File: src/rtl/mux_4x1_rr_arbiter.sv
// Round-robin arbiter sharing a one-bit 4:1 mux between four requesters.
// Optional forced release after MAX_HOLD cycles when MUX_ARB_TIMEOUT_EN is defined.
module mux_4x1_rr_arbiter #(
    parameter int unsigned MAX_HOLD = 8,
    parameter int unsigned CNT_W    = 4
) (
    input  logic       clk,
    input  logic       rst_n,
    input  logic [3:0] req,
    input  logic       a,
    input  logic       b,
    input  logic       c,
    input  logic       d,
    output logic [3:0] gnt,
    output logic       s0,
    output logic       s1,
    output logic       out,
    output logic       out_valid,
    output logic       timeout
);

    typedef enum logic {
        IDLE  = 1'b0,
        GRANT = 1'b1
    } state_t;

    // Reject configurations where the hold counter cannot reach MAX_HOLD-1
    if (MAX_HOLD < 1 || MAX_HOLD > 15 || (32'd1 << CNT_W) <= (MAX_HOLD - 1)) begin : g_bad_cfg
        $error("mux_4x1_rr_arbiter: illegal MAX_HOLD/CNT_W combination");
    end

    state_t     state;
    state_t     state_nxt;
    logic [1:0] ptr;
    logic [1:0] ptr_nxt;
    logic [3:0] gnt_nxt;
    logic [1:0] sel_nxt;
    logic       timeout_nxt;
    logic [1:0] owner;
    logic       arb_go;
    logic [3:0] arb_req;
    logic [1:0] arb_ptr;
    logic [2:0] pick_res;

`ifdef MUX_ARB_TIMEOUT_EN
    logic [CNT_W-1:0] hold_cnt;
    logic [CNT_W-1:0] hold_nxt;
`endif

    // The registered selects double as the owner index
    assign owner = {s0, s1};

    // First requester at or after p, wrapping; bit 2 flags that one was found
    function automatic logic [2:0] pick(input logic [3:0] r, input logic [1:0] p);
        logic [2:0] res;
        logic [1:0] idx;
        res = 3'b000;
        for (int k = 3; k >= 0; k--) begin
            idx = p + 2'(k);
            if (r[idx]) begin
                res = {1'b1, idx};
            end
        end
        return res;
    endfunction

    always_comb begin
        state_nxt   = state;
        ptr_nxt     = ptr;
        gnt_nxt     = gnt;
        sel_nxt     = owner;
        timeout_nxt = 1'b0;
        arb_go      = 1'b0;
        arb_req     = req;
        arb_ptr     = ptr;
        pick_res    = 3'b000;
`ifdef MUX_ARB_TIMEOUT_EN
        hold_nxt    = hold_cnt;
`endif

        case (state)
            IDLE: begin
                if (|req) begin
                    arb_go = 1'b1;
                end
            end
            GRANT: begin
                if (!req[owner]) begin
                    ptr_nxt = owner + 2'd1;
                    arb_ptr = owner + 2'd1;
                    arb_go  = 1'b1;
                end
`ifdef MUX_ARB_TIMEOUT_EN
                else if (hold_cnt == CNT_W'(MAX_HOLD - 1)) begin
                    ptr_nxt     = owner + 2'd1;
                    arb_ptr     = owner + 2'd1;
                    arb_req     = req & ~(4'b0001 << owner);
                    arb_go      = 1'b1;
                    timeout_nxt = 1'b1;
                end else if (hold_cnt != {CNT_W{1'b1}}) begin
                    hold_nxt = hold_cnt + CNT_W'(1);
                end
`endif
            end
            default: begin
                state_nxt = IDLE;
                gnt_nxt   = 4'b0000;
                sel_nxt   = 2'b00;
            end
        endcase

        if (arb_go) begin
            pick_res = pick(arb_req, arb_ptr);
`ifdef MUX_ARB_TIMEOUT_EN
            hold_nxt = '0;
`endif
            if (pick_res[2]) begin
                state_nxt = GRANT;
                gnt_nxt   = 4'b0001 << pick_res[1:0];
                sel_nxt   = pick_res[1:0];
            end else if (!timeout_nxt) begin
                // Forced release with no competitor keeps the owner; otherwise go idle
                state_nxt = IDLE;
                gnt_nxt   = 4'b0000;
                sel_nxt   = 2'b00;
            end
        end
    end

    always_ff @(posedge clk or negedge rst_n) begin
        if (!rst_n) begin
            state     <= IDLE;
            ptr       <= 2'b00;
            gnt       <= 4'b0000;
            s0        <= 1'b0;
            s1        <= 1'b0;
            out_valid <= 1'b0;
            timeout   <= 1'b0;
        end else begin
            state     <= state_nxt;
            ptr       <= ptr_nxt;
            gnt       <= gnt_nxt;
            s0        <= sel_nxt[1];
            s1        <= sel_nxt[0];
            out_valid <= |gnt_nxt;
            timeout   <= timeout_nxt;
        end
    end

`ifdef MUX_ARB_TIMEOUT_EN
    always_ff @(posedge clk or negedge rst_n) begin
        if (!rst_n) begin
            hold_cnt <= '0;
        end else begin
            hold_cnt <= hold_nxt;
        end
    end
`endif

    // Data path: same select encoding as the downstream gate-level mux
    always_comb begin
        case ({s0, s1})
            2'b00:   out = a;
            2'b01:   out = b;
            2'b10:   out = c;
            default: out = d;
        endcase
    end

endmodule

File: config.mk
export PLATFORM = sky130hd
export DESIGN_NAME = mux_4x1_rr_arbiter
export DESIGN_NICKNAME = d
export VERILOG_FILES = /design/src/rtl/mux_4x1_rr_arbiter.sv
export SDC_FILE = /design/constraint.sdc
export NUM_CORES = 1
export LEC_CHECK = 0
export CORE_MARGIN = 10
export CORE_UTILIZATION = 40
export DETAILED_ROUTE_END_ITERATION = 8
export HOLD_SLACK_MARGIN = 0.08
export MAX_ROUTING_LAYER = met4
export PLACE_DENSITY = 0.64
export RECOVER_POWER = 100
export SYNTH_ARGS = -nofsm -noshare
export SYNTH_HDL_FRONTEND = slang
export SYNTH_SLANG_ARGS = --single-unit
File: constraint.sdc
create_clock -name clk -period 6.7 [get_ports clk]
set_clock_uncertainty 0.05 [all_clocks]
set_input_delay 0.67 -clock clk [delete_from_list [all_inputs] [get_ports clk]]
set_output_delay 0.67 -clock clk [all_outputs]
set_load 0.01 [all_outputs]
== After elaboration in Yosys (flattened, before gate mapping) ==
Cells that the tools add are included.

* Flip-flop bits (word level): 10
* Input bits: 10
* Output and inout bits: 9
* Logic and storage cells: 47

* Add/subtract/negate cells: 4
* $lt $le $gt $ge: 5
* Equality and inequality tests: 2
* Shift operators: 1
* Multiplexer cells: 25
* Bitwise gates (word level): 1
* Reductions and logical operators: 3

{| class="wikitable"
|+ Operator list
! kind !! number
|-
| $lt A2 B3 Y1 const B || 5
|-
| $mux W3 || 5
|-
| $bmux W1 S2 || 5
|-
| $mux W1 || 8
|-
| $mux W4 || 2
|-
| $reduce_or A4 Y1 || 2
|-
| $mux W2 || 3
|-
| $add A2 B1 Y2 const B || 2
|-
| $add A2 B2 Y2 const B || 2
|-
| $shl A1 B2 Y4 const A || 1
|-
| $pmux W1 S3 || 1
|-
| $eq A2 B1 Y1 const B || 1
|-
| $eq A2 B2 Y1 const B || 1
|-
| $logic_not A2 Y1 || 1
|-
| $pmux W1 S2 || 1
|-
| $not A1 Y1 || 1
|}

== Depth between registers and ports, before layout ==
Gate-level depths: netlist of the first run.

* Depth in word-level cells: 16
* Mapped depth: 10
* Depth with buffers taken out: 8

== Least setup slack after synthesis of the first run ==
Ideal clock, no wire load.

* Path type: input -> register
* Start: input port req[1]
* End: register gnt[1]
* Library setup time: 0.138 ns
* Data arrival time: 2.289 ns
* Required time: 6.512 ns
* Setup slack: 4.223 ns
* Stages on the path: 8
* Buffers on the path: 2
* Path through: clkbuf_1 -> mux2_2 -> o221ai_1 -> a32oi_1 -> or4_1 -> buf_2 -> a31oi_1 -> o221ai_1

* Longest elaborated chain between the ends: 15
* Elaborated cells between the ends (all ways): 27
* Classes of those cells: add/sub: 3; shift: 1; mux: 22; reduce/logical: 1

{| class="wikitable"
|+ Ends and longest elaborated chain
! what !! line !! RTL
|-
| from (decl) || 9 || <nowiki>input logic [3:0] req,</nowiki>
|-
| $bmux W1 S2 || 88 || <nowiki>if (!req[owner]) begin</nowiki>
|-
| $mux W1 (not written as such) || 88 ||
|-
| $mux W2 || 88 ||
|-
| $mux W2 || 81 || <nowiki>case (state)</nowiki>
|-
| $add A2 B2 Y2 || 59 || <nowiki>idx = p + 2'(k);</nowiki>
|-
| $bmux W1 S2 || 60 || <nowiki>if (r[idx]) begin</nowiki>
|-
| $mux W1 (not written as such) || 60 ||
|-
| $mux W3 (4 in a row) || 60 ||
|-
| $mux W3 || 112 || <nowiki>if (arb_go) begin</nowiki>
|-
| $shl A1 B2 Y4 || 119 || <nowiki>gnt_nxt = 4'b0001 << pick_res[1:0];</nowiki>
|-
| $mux W4 || 117 || <nowiki>if (pick_res[2]) begin</nowiki>
|-
| $mux W4 (*) || 112 ||
|-
| net gnt_nxt[1] || 36 || <nowiki>logic [3:0] gnt_nxt;</nowiki>
|-
| to (signal assigned) || 142 || <nowiki>gnt <= gnt_nxt;</nowiki>
|-
| to (decl) || 14 || <nowiki>output logic [3:0] gnt,</nowiki>
|}

Mark *: on every way through the listed nets, which the timed path passes. The rest lies on a longest branch. The select of a mux whose other input is x is not followed.
A chain may end at the register's enable or synchronous reset.

== Final worst setup path of the first run ==
* Start: register s1
* End: output port out

* Longest elaborated chain between the ends: 2
* Elaborated cells between the ends (all ways): 4
* Classes of those cells: eq/ne: 2; mux: 1; reduce/logical: 1

{| class="wikitable"
|+ Ends and longest elaborated chain
! what !! line !! RTL
|-
| from (decl) || 16 || <nowiki>output logic s1,</nowiki>
|-
| from (signal assigned) || 144 || <nowiki>s1 <= sel_nxt[0];</nowiki>
|-
| $eq A2 B2 Y1 (tied with other cells) || 162 || <nowiki>case ({s0, s1})</nowiki>
|-
| $pmux W1 S3 (*) || 162 ||
|-
| to (decl) || 17 || <nowiki>output logic out,</nowiki>
|}

Every way passes the cells marked *; elsewhere a longest branch is shown, timed or not.

==> impl_metrics.py, run 1 <==
metrics = {
    "global_routing": {
        "grt_max_degree": 16,
        "grt_first_pass_wirelength_mm": 3.650,
        "grt_pass1_vias": 794,
        "antenna_found_initial": 0,
        "grt_usage": 0.1043,
        "grt_overflow_total": 0,
    },
    "hold_path": {
        "hold_class": "flip-flop to flip-flop",
        "min_path_cells": 1,
    },
    "logic_synthesis": {
        "syn_area_per_cell_um2": 8.554,
        "synth_nets": 118,
        "muxShareOfSynthArea": 0.09986,
        "post_synth_instance_area_um2": 889.6,
        "synth_xor_area_frac": 0,
        "synth-edff-count": 0,
        "ys_seq_area_frac": 0.2813,
        "synth_fa_ha_area_frac": 0.05626,
        "synth_top_family_by_area": "compound AO/OA/AOI/OAI gates",
        "async_flop_share": 1.000,
        "synth_cell_types": 45,
        "synth_cells": 104,
        "synthSimpleGateAreaFrac": 0.2039,
        "yosysWarnings": 0,
        "synth_compound_area_frac": 0.2700,
        "ys_ff_latch": 10,
        "synth-main-ff-cell": "dfrtp_1",
    },
    "detailed_routing": {
        "met2_length_mm": 1.007,
        "ant_nets": 0,
        "wl_per_cell_um": 14.77,
        "route.met3.wl_um": 175,
        "routed_wl_mm": 2.141,
        "drtIter0Drc": 46,
        "via_per_inst": 5.952,
        "m1WireLength_um": 942,
        "top_layer_used": "met4",
        "firstDrtPassIters": 4,
        "drc": 0,
        "vias": 863,
    },
    "sta": {
        "rsz0062_at_grt": "false",
        "period_minus_slack_ns": 3.094,
        "drv_slew": 0,
        "tns_ns": 0,
        "period_share": 0.4617,
        "slew_headroom": 0.6559,
        "max_freq_mhz": 323.2,
        "hold_viol_final": 0,
        "hold_ws_ns": 0.4812,
        "finalSetupViolations": 0,
        "max_slew.worst_pin.slew_ns": 0.5018,
        "setup_slack_ns": 3.606,
    },
    "cells_and_area": {
        "syn2layout_area_growth_pct": 22.08,
        "layout-drive-gt1-share": 0.07692,
        "nNetsFinal": 132,
        "antenna_cells": 0,
        "fillCellCount": 201,
    },
    "outcome": {
        "status": "complete, no violations",
    },
    "placement": {
        "place_worst_setup_slack_ns": 3.584,
        "dp_hpwl_mm": 1.701,
        "place_congestion": 1.009,
        "port_buffers": 17,
    },
    "die": {
        "ioPinCount": 19,
        "start_util": 0.4100,
        "die_h_um": 67.16,
        "rows": 17,
        "die_x_um": 67.16,
        "die_area_um2": 4510,
        "core-area_um2": 2170,
    },
    "worst_setup_path": {
        "start_kind": "flip-flop",
        "worst_path_dominant_cell_family": "buffers and inverters",
        "critPathMaxStageDelay_ns": 0.65,
        "cp-end-kind": "output pin",
        "worst-path-buf-inv": 2,
        "critPathKind": "flip-flop to output pin",
        "crit_cells": 5,
        "cp_max_fo": 15,
        "ff2ff_path_depth": 8,
        "crit_required_ns": 5.98,
        "crit_arrival_ns": 2.37,
        "crit_chain": "inv_1 -> ha_1 -> a222oi_1 -> mux2i_1 -> dlygate4sd3_1",
        "crit_path_top_delay_cell": "dfrtp_1",
    },
    "clock_tree": {
        "worstSkewPairLatency_ns": 0.26,
        "cts-buffers-inserted": 3,
        "h-tree-depth": 1,
        "postCtsSetupBuffers": 0,
        "root_buffer": "clkbuf_4",
        "clock_sink_count": 10,
        "hold_buffers": 0,
        "ctsResizeCount": 0,
        "cts_buffer_depth": 2,
        "clkTransAtPathRegs_ns": 0.06,
        "cts_tree": "done",
    },
    "power": {
        "power_density_nw_per_um2": 388.8,
        "ir_worst_vdd_v": 0.0002332,
        "finalPower_w": 0.0004222,
        "p_leak_nw": 0.4731,
    },
    "flow_run": {
        "maxCapViolCount": 0,
    },
}
==> layout make-up <==
class	count	area (um^2)	share of cell area
Tap cell	28	35.03	0.03226
Clock buffer	4	36.28	0.03341
Inverter	8	30.03	0.02765
Sequential cell	10	250.2	0.2304
Timing Repair Buffer	17	170.2	0.1567
Multi-Input combinational cell	78	564.3	0.5196
==> synthesized netlist by cell type (2+ instances only) <==
cell type / n / area [um^2]
nand2_1: 12 / 45.04
clkbuf_1: 3 / 11.26
a21o_1: 2 / 15.01
or4_1: 2 / 15.01
dfrtp_1: 10 / 250.2
inv_1: 8 / 30.03
mux2i_1: 4 / 40.04
mux2_2: 3 / 33.78
nor2b_1: 4 / 25.02
o21ai_0: 2 / 10.01
ha_1: 4 / 50.05
nand2b_1: 2 / 12.51
nor2_1: 4 / 15.01
o41ai_1: 2 / 17.52
nand3_1: 3 / 15.01
o221ai_1: 2 / 17.52
nand4_1: 2 / 12.51
a31oi_1: 3 / 18.77
o211ai_1: 3 / 22.52
a21oi_1: 2 / 10.01
buf_2: 3 / 15.01
==> stage by stage <==
stage	utilization	instance area [um^2]	std cells
floorplan	-	889.6	104
global placement	0.4839	1050	141
detailed placement	0.4839	1050	141
CTS	0.5006	1086	145
global route	0.5006	1086	145
finish	0.5006	1086	145
==> cell usage in the layout (no fill, tap or decap), types with 2 or more instances in the layout <==
cell / count
o221ai_1: 2
o311ai_0: 2
nand2b_1: 2
nand3_1: 3
o21ai_0: 3
nor2_1: 4
mux2i_1: 4
ha_1: 4
clkbuf_4: 3
nand4_1: 2
nor2b_1: 4
mux2_2: 2
o211ai_1: 3
o41ai_1: 2
dlygate4sd3_1: 11
nand2_1: 12
a21o_1: 2
clkdlybuf4s50_1: 6
a31oi_1: 3
a21oi_1: 2
or4_1: 2
inv_1: 8
dfrtp_1: 10
==> sequential cells by signal, indices dropped and copies added (netlist names) <==
signal / cells
out_valid: 1
s1: 1
ptr: 2
s0: 1
gnt: 4
state: 1
==> cell families after synthesis <==
family,after synthesis
AO/OA/AOI/OAI,30
adder cells (fa/ha/maj),4
flip-flops,10
multiplexers,8
AND/OR/NAND/NOR,35
other,1
buffers and inverters,16
==> worst register-to-register path: cells and delay by family, from the launching register on <==
family	cells	cell delay [ns]
flip-flops	1	0.65
AND/OR/NAND/NOR	1	0.08
AO/OA/AOI/OAI	5	1.26
buffers and inverters	1	0.19
adder cells (fa/ha/maj)	1	0.43
==> routing by layer <==
layer  vias up  global-route usage
met1       410              0.1203
met4         0             0.03077
met2        36              0.1659
met5         -                   -
met3         2             0.03802
li1        415                   -
==> path summary, 6_finish.rpt <==
check	from	to	slack (ns)
setup / recovery	s1$_DFFE_PN0N_	out	3.61
hold / removal	gnt[3]$_DFF_PN0_	gnt[3]$_DFF_PN0_	0.48
setup reg to reg	s1$_DFFE_PN0N_	gnt[0]$_DFF_PN0_	3.91
hold reg to reg	gnt[3]$_DFF_PN0_	gnt[3]$_DFF_PN0_	0.48
max in group asynchronous	rst_n	ptr[0]$_DFF_PN0_	5.57
min in group asynchronous	rst_n	out_valid$_DFF_PN0_	0.73
==> power by group <==
group          internal, W  switching, W
combinational     0.000120      0.000124
clock            0.0000330     0.0000195
sequential       0.0000835     0.0000423
total             0.000236      0.000186
(Power assumes the default switching activity.)
==> run 2, diff against run 1 <==
--- a/config.mk
+++ b/config.mk
@@ -10,7 +10,7 @@
 export DETAILED_ROUTE_END_ITERATION = 8
 export HOLD_SLACK_MARGIN = 0.08
 export MAX_ROUTING_LAYER = met4
-export PLACE_DENSITY = 0.64
+export PLACE_DENSITY = 0.67
 export RECOVER_POWER = 100
 export SYNTH_ARGS = -nofsm -noshare
 export SYNTH_HDL_FRONTEND = slang
==> constraint.sdc (replaced) <==
create_clock -name clk -period 2.8 [get_ports clk]
set_clock_uncertainty 0.05 [all_clocks]
set_input_delay 0.28 -clock clk [delete_from_list [all_inputs] [get_ports clk]]
set_output_delay 0.28 -clock clk [all_outputs]
set_load 0.01 [all_outputs]
==> run 2 against run 1 <==
Count of clock-buffer cells in the layout unchanged. Hold slack got worse by 0.15 ns. Critical path depth unchanged. Global-route usage rose by 1.2 points. Sequential share of layout area fell by 0.84 points. Cell count increased by 4.8%. Routed wire length grew 11%. Flip-flop and latch count unchanged.
==> impl_metrics.py, run 2 (synthesis results as in run 1) <==
metrics = {
    "hold_path": {
        "hold_class": "input port to async pin",
    },
    "sta": {
        "slew_headroom": 0.6562,
        "setup_slack_ns": 0.2221,
        "finalSetupViolations": 0,
        "max_freq_mhz": 387.9,
        "tns_ns": 0,
        "hold_viol_final": 0,
        "rsz0062_at_grt": "false",
        "period_minus_slack_ns": 2.578,
        "max_slew.worst_pin.slew_ns": 0.5104,
        "period_share": 0.9207,
        "hold_ws_ns": 0.3300,
        "drv_slew": 0,
    },
    "global_routing": {
        "antenna_found_initial": 0,
        "grt_first_pass_wirelength_mm": 4.036,
        "grt_pass1_vias": 871,
        "grt_overflow_total": 0,
        "grt_max_degree": 15,
        "grt_usage": 0.1167,
    },
    "detailed_routing": {
        "route.met3.wl_um": 142,
        "via_per_inst": 5.789,
        "met2_length_mm": 1.133,
        "routed_wl_mm": 2.378,
        "firstDrtPassIters": 4,
        "vias": 880,
        "ant_nets": 0,
        "wl_per_cell_um": 15.64,
        "m1WireLength_mm": 1.077,
        "drtIter0Drc": 55,
        "drc": 0,
        "top_layer_used": "met4",
    },
    "worst_setup_path": {
        "cp_max_fo": 7,
        "reg2reg_from": "s0$_DFFE_PN0N_",
        "crit_required_ns": 2.47,
        "crit_chain": "clkbuf_1 -> ha_1 -> a222oi_1 -> mux2i_1 -> dlygate4sd3_1",
        "critPathMaxStageDelay_ns": 0.61,
        "ff2ff_path_depth": 8,
        "reg2reg_to": "gnt[0]$_DFF_PN0_",
        "cp-end-kind": "output pin",
        "start_kind": "flip-flop",
        "crit_arrival_ns": 2.25,
        "worst-r2r-setup-slack_ns": 0.27,
        "crit_path_top_delay_cell": "dlygate4sd3_1",
        "critPathKind": "flip-flop to output pin",
    },
    "cells_and_area": {
        "final_cell_mix": "12 x nand2_1, 10 x dfrtp_1, 9 x clkdlybuf4s50_1",
        "mostFrequentLayoutCell": "nand2_1",
        "fin_cells": 152,
        "syn2layout_area_growth_pct": 26.72,
        "fillCellCount": 216,
        "top_regs": "gnt: 4 flops, ptr: 2 flops",
        "top_register": "gnt",
        "largest_reg_flops": 4,
        "layout-drive-gt1-share": 0.1129,
        "antenna_cells": 0,
        "final_area_um2": 1127,
        "nNetsFinal": 139,
    },
    "clock_tree": {
        "ctsResizeCount": 0,
        "root_buffer": "clkbuf_4",
        "cts-buffers-inserted": 3,
        "cts_tree": "done",
        "hold_buffers": 0,
        "h-tree-depth": 1,
        "cts_buffer_depth": 2,
        "worstSkewPairLatency_ns": 0.27,
        "clkTransAtPathRegs_ns": 0.07,
        "postCtsSetupBuffers": 0,
        "clock_sink_count": 10,
    },
    "placement": {
        "place_worst_setup_slack_ns": 0.07813,
        "port_buffers": 17,
        "dp_hpwl_mm": 1.846,
        "place_area_um2": 1102,
        "place_congestion": 0.9088,
        "dpl.cell_count": 148,
    },
    "die": {
        "ioPinCount": 19,
        "die_area_um2": 4510,
        "rows": 17,
        "start_util": 0.4100,
        "core-area_um2": 2170,
        "die_h_um": 67.16,
        "die_x_um": 67.16,
    },
    "power": {
        "power_density_nw_per_um2": 947.2,
        "ir_worst_vdd_v": 0.0005417,
        "p_leak_nw": 0.4938,
    },
    "outcome": {
        "status": "complete, no violations",
    },
    "flow_run": {
        "maxCapViolCount": 0,
    },
}
-- run 2: changes by cell type in the layout (fill, tap and decap cells not counted), sizes merged --
cell	previous run	this run
buf	0	4
clkbuf	4	7
clkdlybuf4s50	6	9
dlygate4sd3	11	8
-- run 2: report_power, final --
group / internal (W) / leakage, nW / switching, W / total (W)
clock: 0.0000790 / 0.0210 / 0.0000501 / 0.000129
sequential: 0.000201 / 0.120 / 0.0000624 / 0.000263
combinational: 0.000321 / 0.353 / 0.000355 / 0.000676
total: 0.000601 / 0.494 / 0.000467 / 0.00107
-- run 2: worst max-delay path by stage --
| stage | startpoint | to | slack, ns | cells after the start |
|---|---|---|---|---|
| 2_1_floorplan | s1$_DFFE_PN0N_ | gnt[1]$_DFF_PN0_ | 0.44 | 10 |
| 3_3_place_gp | req[0] | gnt[1]$_DFF_PN0_ | 0.18 | 7 |
| 3_5_place_dp | req[0] | gnt[1]$_DFF_PN0_ | 0.08 | 7 |
| 4_1_cts | s0$_DFFE_PN0N_ | gnt[0]$_DFF_PN0_ | 0.30 | 8 |
| 5_1_grt | s0$_DFFE_PN0N_ | gnt[0]$_DFF_PN0_ | 0.1 | 8 |
| 6_report | s0$_DFFE_PN0N_ | out | 0.22 | 5 |
-- run 2: cell type report --
| class | instances | area, um^2 | area share |
|---|---|---|---|
| clock buffer | 4 | 36.28 | 0.03219 |
| inverter | 8 | 30.03 | 0.02664 |
| multi-input combinational | 78 | 564.3 | 0.5006 |
| sequential | 10 | 250.2 | 0.2220 |
| tap | 28 | 35.03 | 0.03108 |
| timing repair buffer | 24 | 211.5 | 0.1876 |
-- run 2: per-layer routing --
layer  global-route usage  vias up
li1                     -      428
met1               0.1412      413
met2               0.1694       37
met3              0.03471        2
met4              0.06410        0
met5                    -        -
-- run 2: worst max-delay path, delay by kind of cell, from the launching register on --
kind / cells / cell delay (ns)
compound gates: 1 / 0.30
fa+ha+maj: 1 / 0.24
buf+inv: 2 / 0.85
flops: 1 / 0.48
mux: 1 / 0.10
-- run 2: stage by stage --
stage                       util  power [W]
after floorplan                -  0.0007167
after global placement    0.5081  0.0009483
after detailed placement  0.5081  0.0009574
after CTS                 0.5248   0.001089
after global routing      0.5196   0.001161
final                     0.5196   0.001068
